==> config.mk <==
export PLATFORM = sky130hd
export DESIGN_NAME = tdc_tap_scan_ctrl
export DESIGN_NICKNAME = d
export VERILOG_FILES = /design/src/rtl/tdc_scan_pkg.sv /design/src/rtl/tdc_hit_cnt.sv /design/src/rtl/tdc_tap_scan_ctrl.sv
export SDC_FILE = /design/constraint.sdc
export NUM_CORES = 1
export LEC_CHECK = 0
export ABC_AREA = 0
export BUFFER_PORTS_ARGS = -buffer_cell sky130_fd_sc_hd__buf_2
export CAP_MARGIN = 20
export CORE_MARGIN = 1.5
export CORE_UTILIZATION = 26
export DETAILED_ROUTE_END_ITERATION = 6
export GPL_TIMING_DRIVEN = 0
export HOLD_SLACK_MARGIN = 0.06
export SLEW_MARGIN = 20
export SYNTH_ARGS = -nofsm -noshare
export SYNTH_HDL_FRONTEND = slang
export SYNTH_SLANG_ARGS = --single-unit
==> constraint.sdc <==
create_clock -name clk -period 2.5 [get_ports clk]
set_input_delay 0.5 -clock clk [delete_from_list [all_inputs] [get_ports clk]]
set_output_delay 0.5 -clock clk [all_outputs]
set_load 0.05 [all_outputs]
==> src/rtl/tdc_scan_pkg.sv <==
// tdc_scan_pkg: shared state encoding, tap-address width and scan defaults
package tdc_scan_pkg;
  localparam int TAP_W          = 5;
  localparam int DEF_LAST_ADDR  = 23;
  localparam int DEF_SETTLE_CYC = 2;
  localparam logic [2:0] ST_IDLE   = 3'd0;
  localparam logic [2:0] ST_SETTLE = 3'd1;
  localparam logic [2:0] ST_DWELL  = 3'd2;
  localparam logic [2:0] ST_REPORT = 3'd3;
  localparam logic [2:0] ST_DONE   = 3'd4;
endpackage

==> src/rtl/tdc_hit_cnt.sv <==
// tdc_hit_cnt: saturating hit counter with synchronous clear and enable
module tdc_hit_cnt #(
  parameter int CNT_W = 16
) (
  input  logic             clk,
  input  logic             rst,
  input  logic             clr,
  input  logic             en,
  output logic [CNT_W-1:0] count
);
  // clear wins over enable; the count sticks at all-ones instead of wrapping
  always_ff @(posedge clk or posedge rst)
    if (rst) count <= '0;
    else if (clr) count <= '0;
    else if (en && count != {CNT_W{1'b1}}) count <= count + CNT_W'(1);
endmodule

==> src/rtl/tdc_tap_scan_ctrl.sv <==
// tdc_tap_scan_ctrl: steps the tap decoder address and reports per-tap hit counts
module tdc_tap_scan_ctrl
  import tdc_scan_pkg::*;
#(
  parameter int LAST_ADDR  = DEF_LAST_ADDR,
  parameter int SETTLE_CYC = DEF_SETTLE_CYC,
  parameter int DWELL_W    = 16,
  parameter int CNT_W      = 16
) (
  input  logic               clk,
  input  logic               rst,
  input  logic               start,
  input  logic               abort,
  input  logic [DWELL_W-1:0] dwell_len,
  input  logic               hit,
  output logic [TAP_W-1:0]   addr,
  output logic               sel_en,
  output logic               busy,
  output logic               done,
  output logic               res_valid,
  input  logic               res_ready,
  output logic [TAP_W-1:0]   res_addr,
  output logic [CNT_W-1:0]   res_count
);
  localparam logic [DWELL_W-1:0] SETTLE_M1 = DWELL_W'(SETTLE_CYC - 1);
  localparam logic [TAP_W-1:0]   LAST      = TAP_W'(LAST_ADDR);
  logic [2:0]         state;
  logic [DWELL_W-1:0] tmr;
  logic [DWELL_W-1:0] dwell_m1;
  // every output is a decode of registered state, so no input reaches an output combinationally
  assign busy      = state != ST_IDLE;
  assign sel_en    = state == ST_SETTLE || state == ST_DWELL || state == ST_REPORT;
  assign done      = state == ST_DONE;
  assign res_valid = state == ST_REPORT;
  assign res_addr  = addr;
  // scan sequencer: abort overrides everything outside IDLE; one timer serves settle and dwell
  always_ff @(posedge clk or posedge rst)
    if (rst) begin
      state    <= ST_IDLE;
      addr     <= '0;
      tmr      <= '0;
      dwell_m1 <= '0;
    end else if (state != ST_IDLE && abort) begin
      state <= ST_IDLE;
    end else begin
      case (state)
        ST_IDLE:
          if (start) begin
            dwell_m1 <= dwell_len == '0 ? '0 : dwell_len - DWELL_W'(1);
            addr     <= '0;
            tmr      <= '0;
            state    <= ST_SETTLE;
          end
        ST_SETTLE: begin
          tmr   <= tmr == SETTLE_M1 ? '0 : tmr + DWELL_W'(1);
          state <= tmr == SETTLE_M1 ? ST_DWELL : ST_SETTLE;
        end
        ST_DWELL: begin
          tmr   <= tmr == dwell_m1 ? '0 : tmr + DWELL_W'(1);
          state <= tmr == dwell_m1 ? ST_REPORT : ST_DWELL;
        end
        ST_REPORT:
          if (res_ready) begin
            addr  <= addr == LAST ? addr : addr + TAP_W'(1);
            state <= addr == LAST ? ST_DONE : ST_SETTLE;
          end
        default: state <= ST_IDLE;
      endcase
    end
  tdc_hit_cnt #(.CNT_W(CNT_W)) u_cnt (
    .clk  (clk),
    .rst  (rst),
    .clr  (state == ST_SETTLE),
    .en   (state == ST_DWELL && hit),
    .count(res_count)
  );
endmodule

==> flow_results.org <==
** Final layout
- Fill cells in the final layout number 1324.
- 0 antenna diodes ended up in the layout.
- Once layout is done, the placed cells without fillers occupy 0.003986 sq mm.
- Share of post-route cells with drive strength above 1 :: 0.1925
- Number of non-filler instances in the completed layout :: 598
- Area delta synth->final :: 19.68%
- Count of nets after finishing :: 453

** Worst setup path
- Critical path origin :: tmr[2]
- Data arrival, critical path :: 2420 ps
- The worst setup path is launched from a flip-flop.
- CP Data Required Time :: ~2700 ps
- Startpoint of the most critical register-to-register path :: tmr[2]
- Endpoint type of the worst setup path :: flip-flop
- CP Max Fanout :: 10
- CP Class :: reg2reg

** Timing
- The final-report hold violation count was 0.
- Setup Viol. Count Final :: 0
- The tightest hold path in the finished design has a slack of approximately 320 ps.
- The number of slew-limit violations in the final report came to 0.
- Actual slew at the worst max-slew pin :: 695.7 ps
- Worst Skew :: 8.781 ps
- Setup repair after global routing left no endpoint under its margin.
- Dividing the final minimum period by the clock period gives 0.9028.
- Based on the critical path, the design can be clocked at up to 0.4431 GHz.
- Measured against its own limit, the worst slew margin works out to 0.5362.
- Time the final worst path needs with I/O delays and setup :: 2257 ps

** Outcome
- The run finished with clean final reports.

** Synthesis
- Post-synth top area cell :: dfrtp_1
- Post-synth EDFFs :: 0
- In this run, synthesis produced a sequential element count of between 50 and 60.
- Warnings, synthesis :: 0
- Counting every net in the synthesized netlist gives ~390.
- Top flip-flop cell by instance count after synthesis :: dfrtp_1
- Post-synth cell types :: 49
- Top-area cell type share of the netlist area :: 0.4207
- A synthesized cell averages 9.125 sq um.
- Synthesis handed over a netlist of 365 instances.
- Sequential share of the synthesized area :: 0.4207
- For this run, asynchronously set or reset flops after synthesis account for 1.000.
- Largest cells by area after synthesis :: dfrtp_1 (42%), xnor2_1 (9.2%), xor2_1 (5.3%)
- The synthesized netlist occupies a cell area of 0.003331 sq mm.

** Place
- In this run the cell area measured after placement is 0.003804 sq mm.
- Buffers added on ports :: 51
- After legalization and detailed placement, the total HPWL measured about 5700 um.
- Cell count after placement :: 588
- Gp weighted congestion :: 0.8365

** Detailed routing
- The detailed router placed 2802 vias in this run.
- Sum of routed wire length over all layers :: 7482 um
- Using the TritonRoute via totals, the vias-per-cell ratio works out to about 4.7.
- In the final routed layout, each cell accounts on average for 12.51 um.
- Number of detailed-routing iterations run before antenna repair :: 4
- In the routed design, unresolved DRC markers number 0.
- After the first detailed-routing iteration, the DRC count stood at 141.
- Post-detailed-route count of antenna-violating nets :: 0

** Power and ir drop
- Portion of total power attributed to the clock network :: 0.248
- In this run the power spent charging and discharging nets is 1223 uW.
- Combinational fraction of design power :: 0.372
- Standby leakage power :: 0.001748 uW
- Of the total power, the share spent switching nets is 0.3822.
- Power spread over the standard cell area amounts to 803.0 mW/mm^2.
- Worst vdd rail ir drop :: between 0.3 and 0.4 mV
- Cell-internal power :: 1978 uW
- Of the total power, registers draw 0.380.

** Die
- In this run the vertical extent of the chip is 116.2 um.
- I/O pin count :: 52
- Area of the die :: 0.01350 sq mm
- Number of standard-cell rows in the floorplan :: 41
- For this configuration, the core starts out at a cell density of 0.2650.
- In this run the horizontal extent of the chip is 116.2 um.
- In this run the standard cell core region covers 0.01257 sq mm.

** Global routing
- Antenna violations before repair :: 0
- Wire length of the first global-routing pass :: about 13000 um
- Pin count of the biggest net entering global routing :: 57
- For this run the aggregate overflow at the end of global routing stands at 0.
- The number of global-route vias before repair was 2730.
- In the global route stage, overall resource usage came out at 0.1200.

** Clocking
- The clock reaches the later pin of the worst-skew pair after approximately 290 ps.
- After clock tree synthesis, the clock-pin slew on the worst setup and hold paths is 70 ps.
- Number of H-tree levels :: 2
- The tree is rooted in a clkbuf_16.
- CTS saw 56 sinks.
- Count of hold-fix buffers inserted at cts :: 0
- Buffers inserted during clock tree synthesis total 5.
- In this run the deepest clock path goes through 2 buffers.
- TritonCTS built the clock tree.

** Flow run
- The tool flagged a number of max-cap violations equal to 0.

** Min path
- The path class of the tightest hold or removal check is in2async.
[final timing paths]
kind                              endpoint  slack [ps]  depth (start not counted)
max reg2reg                         tmr[5]         240                          6
max in group asynchronous           tmr[7]        1720                          2
min reg2reg                    dwell_m1[2]         510                          2
min in group clk                  state[0]         450                          2
min                        u_cnt.count[15]         320                          2
max                                 tmr[5]         240                          6
[layer usage]
layer  vias up  GRT usage  part of all wire
li1       1397          -                 -
met1      1341     0.1533              0.46
met2        58     0.2125              0.50
met3         6    0.01816             0.031
met4         0    0.03008            0.0099
met5         -          0                 0
[cell usage after synthesis (3+ instances only)]
master and count:
buf_4 6, xor2_1 20, a21oi_1 12, nor3_1 21, and4_1 4, clkbuf_1 7
nand2_1 34, o21ai_0 24, inv_1 15, dfrtp_1 56, nor4b_1 3, ha_1 6
nor4_1 14, or3_1 5, xnor2_1 35, nand4_1 9, buf_2 3, and3_1 3
nor2_1 39, nand3_1 14
[sequential cells by signal, summed over array words and instances, names as in the netlist]
name	cells
dwell_m1	16
tmr	16
u_cnt.count	16
addr	5
state	3
[layout by cell type (no fill, tap or decap), types with 2 or more instances in the layout]
master,synthesis,final
inv_1,15,14
clkbuf_1,7,8
o31ai_1,2,2
or4_1,2,2
ha_1,6,6
nand4_1,9,9
o21ai_0,24,24
buf_2,3,54
nor3_1,21,21
mux2i_1,2,2
clkbuf_16,0,5
buf_4,6,8
or3_1,5,5
nor2_1,39,39
nor4_1,14,14
or4_4,2,2
xnor2_1,35,35
xor2_1,20,20
nor2b_1,2,2
and4_1,4,4
nand2_1,34,34
dfrtp_1,56,56
nor4b_1,3,3
nand3_1,14,14
and3_1,3,3
a21oi_1,12,12
nor3b_1,2,2
[timing repair]
item                       4_1_cts  5_1_grt
setup endpoints to repair        0       10
gates resized for setup          0        0
buffers inserted                 0        2
[worst max-delay path: stages (launching register included)]
cell	delay [ps]
dfrtp_1	360
clkbuf_1	180
nor4_1	550
a41oi_1	300
a211oi_2	360
buf_2	300
nor2_1	80
[cell families after synthesis]
| kind of cell | synth area share |
|---|---|
| xor+xnor | 0.1446 |
| buf+inv | 0.04620 |
| fa+ha+maj | 0.02254 |
| mux | 0.006011 |
| compound gates | 0.09655 |
| flops | 0.4207 |
| simple gates | 0.2633 |
[power groups by stage]
stage	combinational, uW	sequential [uW]	clock (uW)
after detailed placement	1170	1240	0
after global routing	1350	1240	864
after floorplan	868	1230	0
after global placement	1150	1230	0
final	1190	1220	795
after CTS	1170	1220	821
[stage by stage]
stage | total power (uW) | TNS [ps] | setup slack [ps] | util
6_report | 3201 | 0 | 243.0 | 0.3172
5_1_grt | 3463 | 0 | 51.86 | 0.3172
4_1_cts | 3211 | 0 | 57.14 | 0.3160
3_5_place_dp | 2409 | 0 | 54.86 | 0.3026
3_3_place_gp | 2378 | -8262 | -151.0 | 0.3024
2_1_floorplan | 2097 | 0 | 181.0 | -
[area by class of cell]
cell class	count	area (sq um)	share of cell area
inverter	15	58.81	0.01475
buffer	17	97.59	0.02448
multi-input combinational	277	1775	0.4454
clock inverter	2	38.79	0.009730
timing repair buffer	53	270.3	0.06780
clock buffer	6	128.9	0.03233
sequential	56	1401	0.3515
tap	172	215.2	0.05399
Power figures use the tool's default switching activity.
